===== config.mk =====
export PLATFORM = sky130hd
export DESIGN_NAME = ssm_decap
export DESIGN_NICKNAME = d
export VERILOG_FILES = /design/src/rtl/ssm_decap.sv
export SDC_FILE = /design/constraint.sdc
export NUM_CORES = 1
export LEC_CHECK = 0
export BUFFER_PORTS_ARGS = -buffer_cell sky130_fd_sc_hd__clkbuf_2
export CAP_MARGIN = 20
export CORE_AREA = 2 2 184 186
export CTS_BUF_LIST = sky130_fd_sc_hd__clkbuf_4 sky130_fd_sc_hd__clkbuf_8
export DETAILED_ROUTE_END_ITERATION = 6
export DIE_AREA = 0 0 186 188
export GPL_ROUTABILITY_DRIVEN = 0
export GPL_TIMING_DRIVEN = 0
export PLACE_DENSITY = 0.77
export REMOVE_ABC_BUFFERS = 1
export SLEW_MARGIN = 20
export SYNTH_ARGS = -nofsm -noshare
export SYNTH_HDL_FRONTEND = slang
export SYNTH_SLANG_ARGS = --single-unit

===== constraint.sdc =====
create_clock -name clk -period 6.23 [get_ports clk]
set_clock_uncertainty 0.2 [all_clocks]
set_input_delay 0.623 -clock clk [delete_from_list [all_inputs] [get_ports clk]]
set_output_delay 0.623 -clock clk [all_outputs]
set_load 0.02 [all_outputs]

===== src/rtl/ssm_decap.sv =====
// Strips outer MD0/MD1/ETH-hdr2 from FAST-hdr2 packets, restores inner MD0 as head, recovers 5-tuple.
// Latency 2 edges per word, tail flushed one edge after it is sampled; no backpressure, malformed packets dropped.
module ssm_decap #(
    parameter PLATFORM = "Xilinx-OpenBox-S4"
) (
    input  logic         clk,
    input  logic         rst_n,
    input  logic [133:0] pktin_decap_data,
    input  logic         pktin_decap_data_wr,
    output logic [133:0] pktout_decap_data,
    output logic         pktout_decap_data_wr,
    output logic [103:0] tuple_out,
    output logic         tuple_out_valid,
    output logic [15:0]  drop_cnt,
    output logic [15:0]  len_err_cnt
);

    if (PLATFORM != "Xilinx-OpenBox-S4") begin : g_other_platform
    end

    localparam logic [1:0]  FLAG_HEAD = 2'b01;
    localparam logic [1:0]  FLAG_MID  = 2'b11;
    localparam logic [1:0]  FLAG_TAIL = 2'b10;
    localparam logic [15:0] ETH_HDR2  = 16'hff03;

    typedef enum logic [2:0] {
        IDLE_S,
        STRIP_MD1_S,
        CHECK_ETH_S,
        INNER_MD0_S,
        INNER_MD1_S,
        TRAN_S,
        FLUSH_S,
        DISCARD_S
    } state_t;

    state_t         state, state_nxt;
    logic [133:0]   hold_reg, hold_nxt;
    logic [11:0]    outer_len, len_nxt;
    logic [133:0]   out_dat_nxt;
    logic           out_wr_nxt;
    logic [103:0]   tuple_nxt;
    logic           tuple_vld_nxt;
    logic           drop_inc;
    logic           len_err_inc;

    logic [1:0]     flag;
    logic           wr;
    logic           is_head;
    logic           is_tail;

    assign flag    = pktin_decap_data[133:132];
    assign wr      = pktin_decap_data_wr;
    assign is_head = wr && (flag == FLAG_HEAD);
    assign is_tail = wr && (flag == FLAG_TAIL);

    always_comb begin
        state_nxt     = state;
        hold_nxt      = hold_reg;
        len_nxt       = outer_len;
        out_dat_nxt   = '0;
        out_wr_nxt    = 1'b0;
        tuple_nxt     = tuple_out;
        tuple_vld_nxt = 1'b0;
        drop_inc      = 1'b0;
        len_err_inc   = 1'b0;
        case (state)
            IDLE_S: begin
                if (is_head) begin
                    len_nxt   = pktin_decap_data[107:96];
                    state_nxt = STRIP_MD1_S;
                end
            end
            STRIP_MD1_S: begin
                if (wr) begin
                    if (flag == FLAG_MID) begin
                        state_nxt = CHECK_ETH_S;
                    end else begin
                        drop_inc = 1'b1;
                        // a fresh head restarts the strip on the new packet
                        if (flag == FLAG_HEAD) begin
                            len_nxt = pktin_decap_data[107:96];
                        end else begin
                            state_nxt = IDLE_S;
                        end
                    end
                end
            end
            CHECK_ETH_S: begin
                if (wr) begin
                    if (flag == FLAG_MID && pktin_decap_data[31:16] == ETH_HDR2) begin
                        state_nxt = INNER_MD0_S;
                    end else begin
                        drop_inc  = 1'b1;
                        state_nxt = (flag == FLAG_TAIL) ? IDLE_S : DISCARD_S;
                    end
                end
            end
            INNER_MD0_S: begin
                if (is_tail) begin
                    drop_inc  = 1'b1;
                    state_nxt = IDLE_S;
                end else if (wr) begin
                    hold_nxt  = {FLAG_HEAD, pktin_decap_data[131:0]};
                    if (pktin_decap_data[107:96] != outer_len - 12'd48) begin
                        len_err_inc = 1'b1;
                    end
                    state_nxt = INNER_MD1_S;
                end
            end
            INNER_MD1_S: begin
                if (is_tail) begin
                    drop_inc  = 1'b1;
                    state_nxt = IDLE_S;
                end else if (wr) begin
                    out_dat_nxt   = hold_reg;
                    out_wr_nxt    = 1'b1;
                    tuple_nxt     = pktin_decap_data[103:0];
                    tuple_vld_nxt = 1'b1;
                    hold_nxt      = {FLAG_MID, pktin_decap_data[131:128], 128'b0};
                    state_nxt     = TRAN_S;
                end
            end
            TRAN_S: begin
                if (wr) begin
                    out_dat_nxt = hold_reg;
                    out_wr_nxt  = 1'b1;
                    hold_nxt    = pktin_decap_data;
                    if (flag == FLAG_TAIL) begin
                        state_nxt = FLUSH_S;
                    end
                end
            end
            FLUSH_S: begin
                out_dat_nxt = hold_reg;
                out_wr_nxt  = 1'b1;
                if (is_head) begin
                    len_nxt   = pktin_decap_data[107:96];
                    state_nxt = STRIP_MD1_S;
                end else begin
                    state_nxt = IDLE_S;
                end
            end
            DISCARD_S: begin
                if (is_tail) begin
                    state_nxt = IDLE_S;
                end
            end
            default: state_nxt = IDLE_S;
        endcase
    end

    always_ff @(posedge clk) begin
        if (!rst_n) begin
            state                <= IDLE_S;
            hold_reg             <= '0;
            outer_len            <= '0;
            pktout_decap_data    <= '0;
            pktout_decap_data_wr <= 1'b0;
            tuple_out            <= '0;
            tuple_out_valid      <= 1'b0;
            drop_cnt             <= '0;
            len_err_cnt          <= '0;
        end else begin
            state                <= state_nxt;
            hold_reg             <= hold_nxt;
            outer_len            <= len_nxt;
            pktout_decap_data    <= out_dat_nxt;
            pktout_decap_data_wr <= out_wr_nxt;
            tuple_out            <= tuple_nxt;
            tuple_out_valid      <= tuple_vld_nxt;
            if (drop_inc && drop_cnt != 16'hffff) begin
                drop_cnt <= drop_cnt + 16'd1;
            end
            if (len_err_inc && len_err_cnt != 16'hffff) begin
                len_err_cnt <= len_err_cnt + 16'd1;
            end
        end
    end

endmodule


==> metrics.md <==
| Metric | Value |
|---|---|
| Most frequent cells in the layout | dfxtp_1 (421), clkbuf_2 (408), nand2_1 (366) |
| Worst Path Max Fanout | 55 |
| Routed length per instance | around 16 um |
| Number of synthesized register bits | 421 |
| Final count of negative-setup-slack endpoints | 0 |
| GR met2 Demand/Resource | 37.3% |
| CTS Sinks | around 420 |
| Combinational Power Share | under 10% |
| Tcrit/Tclk final | a little under half |
| Die height | around 190 um |
| Commonest non-fill, non-tap cell in the layout | dfxtp_1 |
| Sw Ratio | ~22% |
| Total track usage | approximately 23% |
| Post-CTS Setup Bufs | 0 |
| DR pass1 iterations | 5 |
| RSZ-0062 raised after global routing | false |
| Flop pwr share | slightly below 50% |
| CP Launch Type | flop |
| Least-Margin Pin Slew | between 0.8 and 0.9 ns |
| Post-route ant nets | 0 |
| Leakage | around 7.6 nW |
| Initial Utilization | approximately 44% |
| Relative slew slack | a little over two fifths |
| Warnings, synthesis | 0 |
| Maximum vdd drop | about 0.22 mV |
| Max-Cap Viols | 0 |
| Vias per inst | 5.13 |
| Met3 Use GR | 7.85% |
| Final Hold Viols | 0 |
| Number of global-route vias before repair | about 13000 |
| Clock power frac | 48.2% |
| DR DRC count | 0 |
| Global route hottest layer | met2 |
| Layout Nets | between 2000 and 2500 |
| Max Slew Vio Count | 0 |
| HPWL Detailed | about 27 mm |
| Buf/Inv on CP | 2 |
| Post-Synthesis Cells | roughly 1700 |
| Post-synthesis sequential area ratio | between 50% and 60% |
| Multi-input logic area | ~5700 um^2 |
| Pre-CTS setup slack | 2.86 ns |
| CTS tree | yes |
| CP required | between 6 and 7 ns |
| H-tree levels | 3 |
| 1st-iter DRT viols | approximately 740 |
| Power per Cell Area | approximately 300 nW/um^2 |
| Core Area | between 30000 and 40000 um^2 |
| Dpl cells | between 2000 and 2500 |
| Hold Buf Count CTS | 1 |
| Synthesis-to-finish area growth | 27.7% |
| Mean Syn Cell Area | 8.74 um^2 |
| Critical Path AT | approximately 3.3 ns |
| Vias | about 13000 |
| Filler Cell Count | 2869 |
| Worst Slack Setup Final | 3.25 ns |
| Fraction of registers with async set/reset | 0% |
| Kind of critical path | flop to flop |
| Total Wirelength | between 40 and 50 mm |
| EDFF count, synth | 0 |
| Final min period | ~3.0 ns |
| Crit path largest cell delay | 0.56 ns |
| Primary FF master, synth | dfxtp_1 |
| Hold Crit Class | input pin to flop |
| Crit path max-delay cell type | dfxtp_1 |
| Total CTS buffers | 71 |
| Routing usage on met1 | 26.3% |
| Initial antenna violation count | 2 |
| Global-route wire length before repair | between 60 and 70 mm |
| CTS clk-pin slew, worst paths | about 0.060 ns |
| Post-synthesis cell area | about 15000 um^2 |
| Post-cts resize count | 0 |
| # IOs | 409 |
| I/O Buffers | around 400 |
| Switching power | 0.00122 W |
| CP Cell Sequence | nor2b_1 -> nand3_1 -> o21ai_0 -> and2_4 -> buf_16 -> buf_16 -> nand3_1 -> a21oi_1 |
| Highest Clock Rate | 336 MHz |
| Clk_lat worst skew | approximately 0.61 ns |
| Clk buf depth | 3 |
| Cell internal pwr | about 0.0043 W |
| Setup TNS Final | 0 ns |
| Status | finished, final reports clean |
| # rows | 67 |
| Critical path endpoint category | flop |
| Hold slack | 0.0549 ns |
| Delay-heaviest family, CP | simple AND/OR/NAND/NOR gates |
| FF+latch area | approximately 8400 um^2 |
| CTS Root Cell | clkbuf_8 |
| Ratio of cells with drive above 1 in the final layout | a little over a quarter |
| Die Footprint | between 30000 and 40000 um^2 |
| Synth cell types | 54 |
| DIE WIDTH | between 150 and 200 um |
| Largest net degree at the start of global routing | 118 |
| Total gr overflow | 0 |
| Non-Filler Instances | approximately 2500 |
[per-stage QoR]
stage	power, W	util (%)	area (um^2)
final	0.00555	56.6	18700
after floorplan	0.00283	-	14200
after CTS	0.00561	56.6	18700
after global routing	0.00575	56.6	18700
after detailed placement	0.00293	51.8	17100
after global placement	0.00292	50.7	16800
[layout make-up]
type	count	area share, %
multi-input combinational	1116	30.6
inverter	13	0.300
sequential	421	45.0
clock inverter	17	0.834
tap	448	2.99
antenna	1	0.0133
timing repair buffer	421	12.6
clock buffer	112	7.65
[synth_stat cells, types with 3 or more instances]
library cell  instances  area, um^2
ha_1                  3        37.5
nor2_1               34         128
mux2i_1              17         170
or4_1                14         105
xnor2_1              14         123
a21oi_1             262        1310
nor4_1                5        31.3
xor2_1                8        70.1
buf_2                 3        15.0
nand4_1               9        56.3
nand3_1             144         721
o21ai_0              11        55.1
and2_1              136         851
nand2b_1              8        50.1
nand2_1             367        1380
nand4b_1              4        35.0
and3_1                6        37.5
or3_1                 9        56.3
o21ai_1               6        30.0
clkbuf_1            120         450
nor3_1               12        60.1
nor2b_1               6        37.5
o31ai_1              11        82.6
inv_1                12        45.0
buf_1                 5        18.8
dfxtp_1             421        8430
[routing by layer]
layer  routed length [um]  vias up
met3                 3530      114
met1                15800     6123
li1                     -     6338
met5                   13        -
met4                 1710        2
met2                19500      496
[final timing paths]
check | startpoint | endpoint | slack, ns | cells after the start
max | state[1]$_SDFFE_PN0P_ | hold_reg[60]$_SDFFE_PN0P_ | 3.25 | 8
min | pktin_decap_data[128] | hold_reg[128]$_SDFFE_PN0P_ | 0.05 | 3
max reg2reg | state[1]$_SDFFE_PN0P_ | hold_reg[60]$_SDFFE_PN0P_ | 3.25 | 8
min reg2reg | hold_reg[64]$_SDFFE_PN0P_ | pktout_decap_data[64]$_SDFF_PN0_ | 0.23 | 1
[power by group through the flow]
| stage | clock [W] | sequential, W | combinational [W] |
|---|---|---|---|
| 2_1_floorplan | 0 | 0.00277 | 0.0000628 |
| 3_3_place_gp | 0 | 0.00277 | 0.000153 |
| 3_5_place_dp | 0 | 0.00277 | 0.000163 |
| 4_1_cts | 0.00273 | 0.00271 | 0.000165 |
| 5_1_grt | 0.00287 | 0.00271 | 0.000178 |
| 6_report | 0.00267 | 0.00271 | 0.000165 |
[tightest hold or removal path, cell delays in order]
cell and delay (ns):
clkbuf_2 0.08, nand2_1 0.04, a21oi_1 0.05
[kinds of logic after synthesis]
group | after synthesis | share of synthesized area (%)
DFF | 421 | 57.4
muxes | 18 | 1.24
and+or+nand+nor | 765 | 24.8
adders and majority gates | 3 | 0.256
AOI/OAI and AO/OA | 308 | 11.2
buffers and inverters | 143 | 3.76
xor gates and xnor gates | 22 | 1.31
No activity file was read; power rests on OpenSTA's default activity.
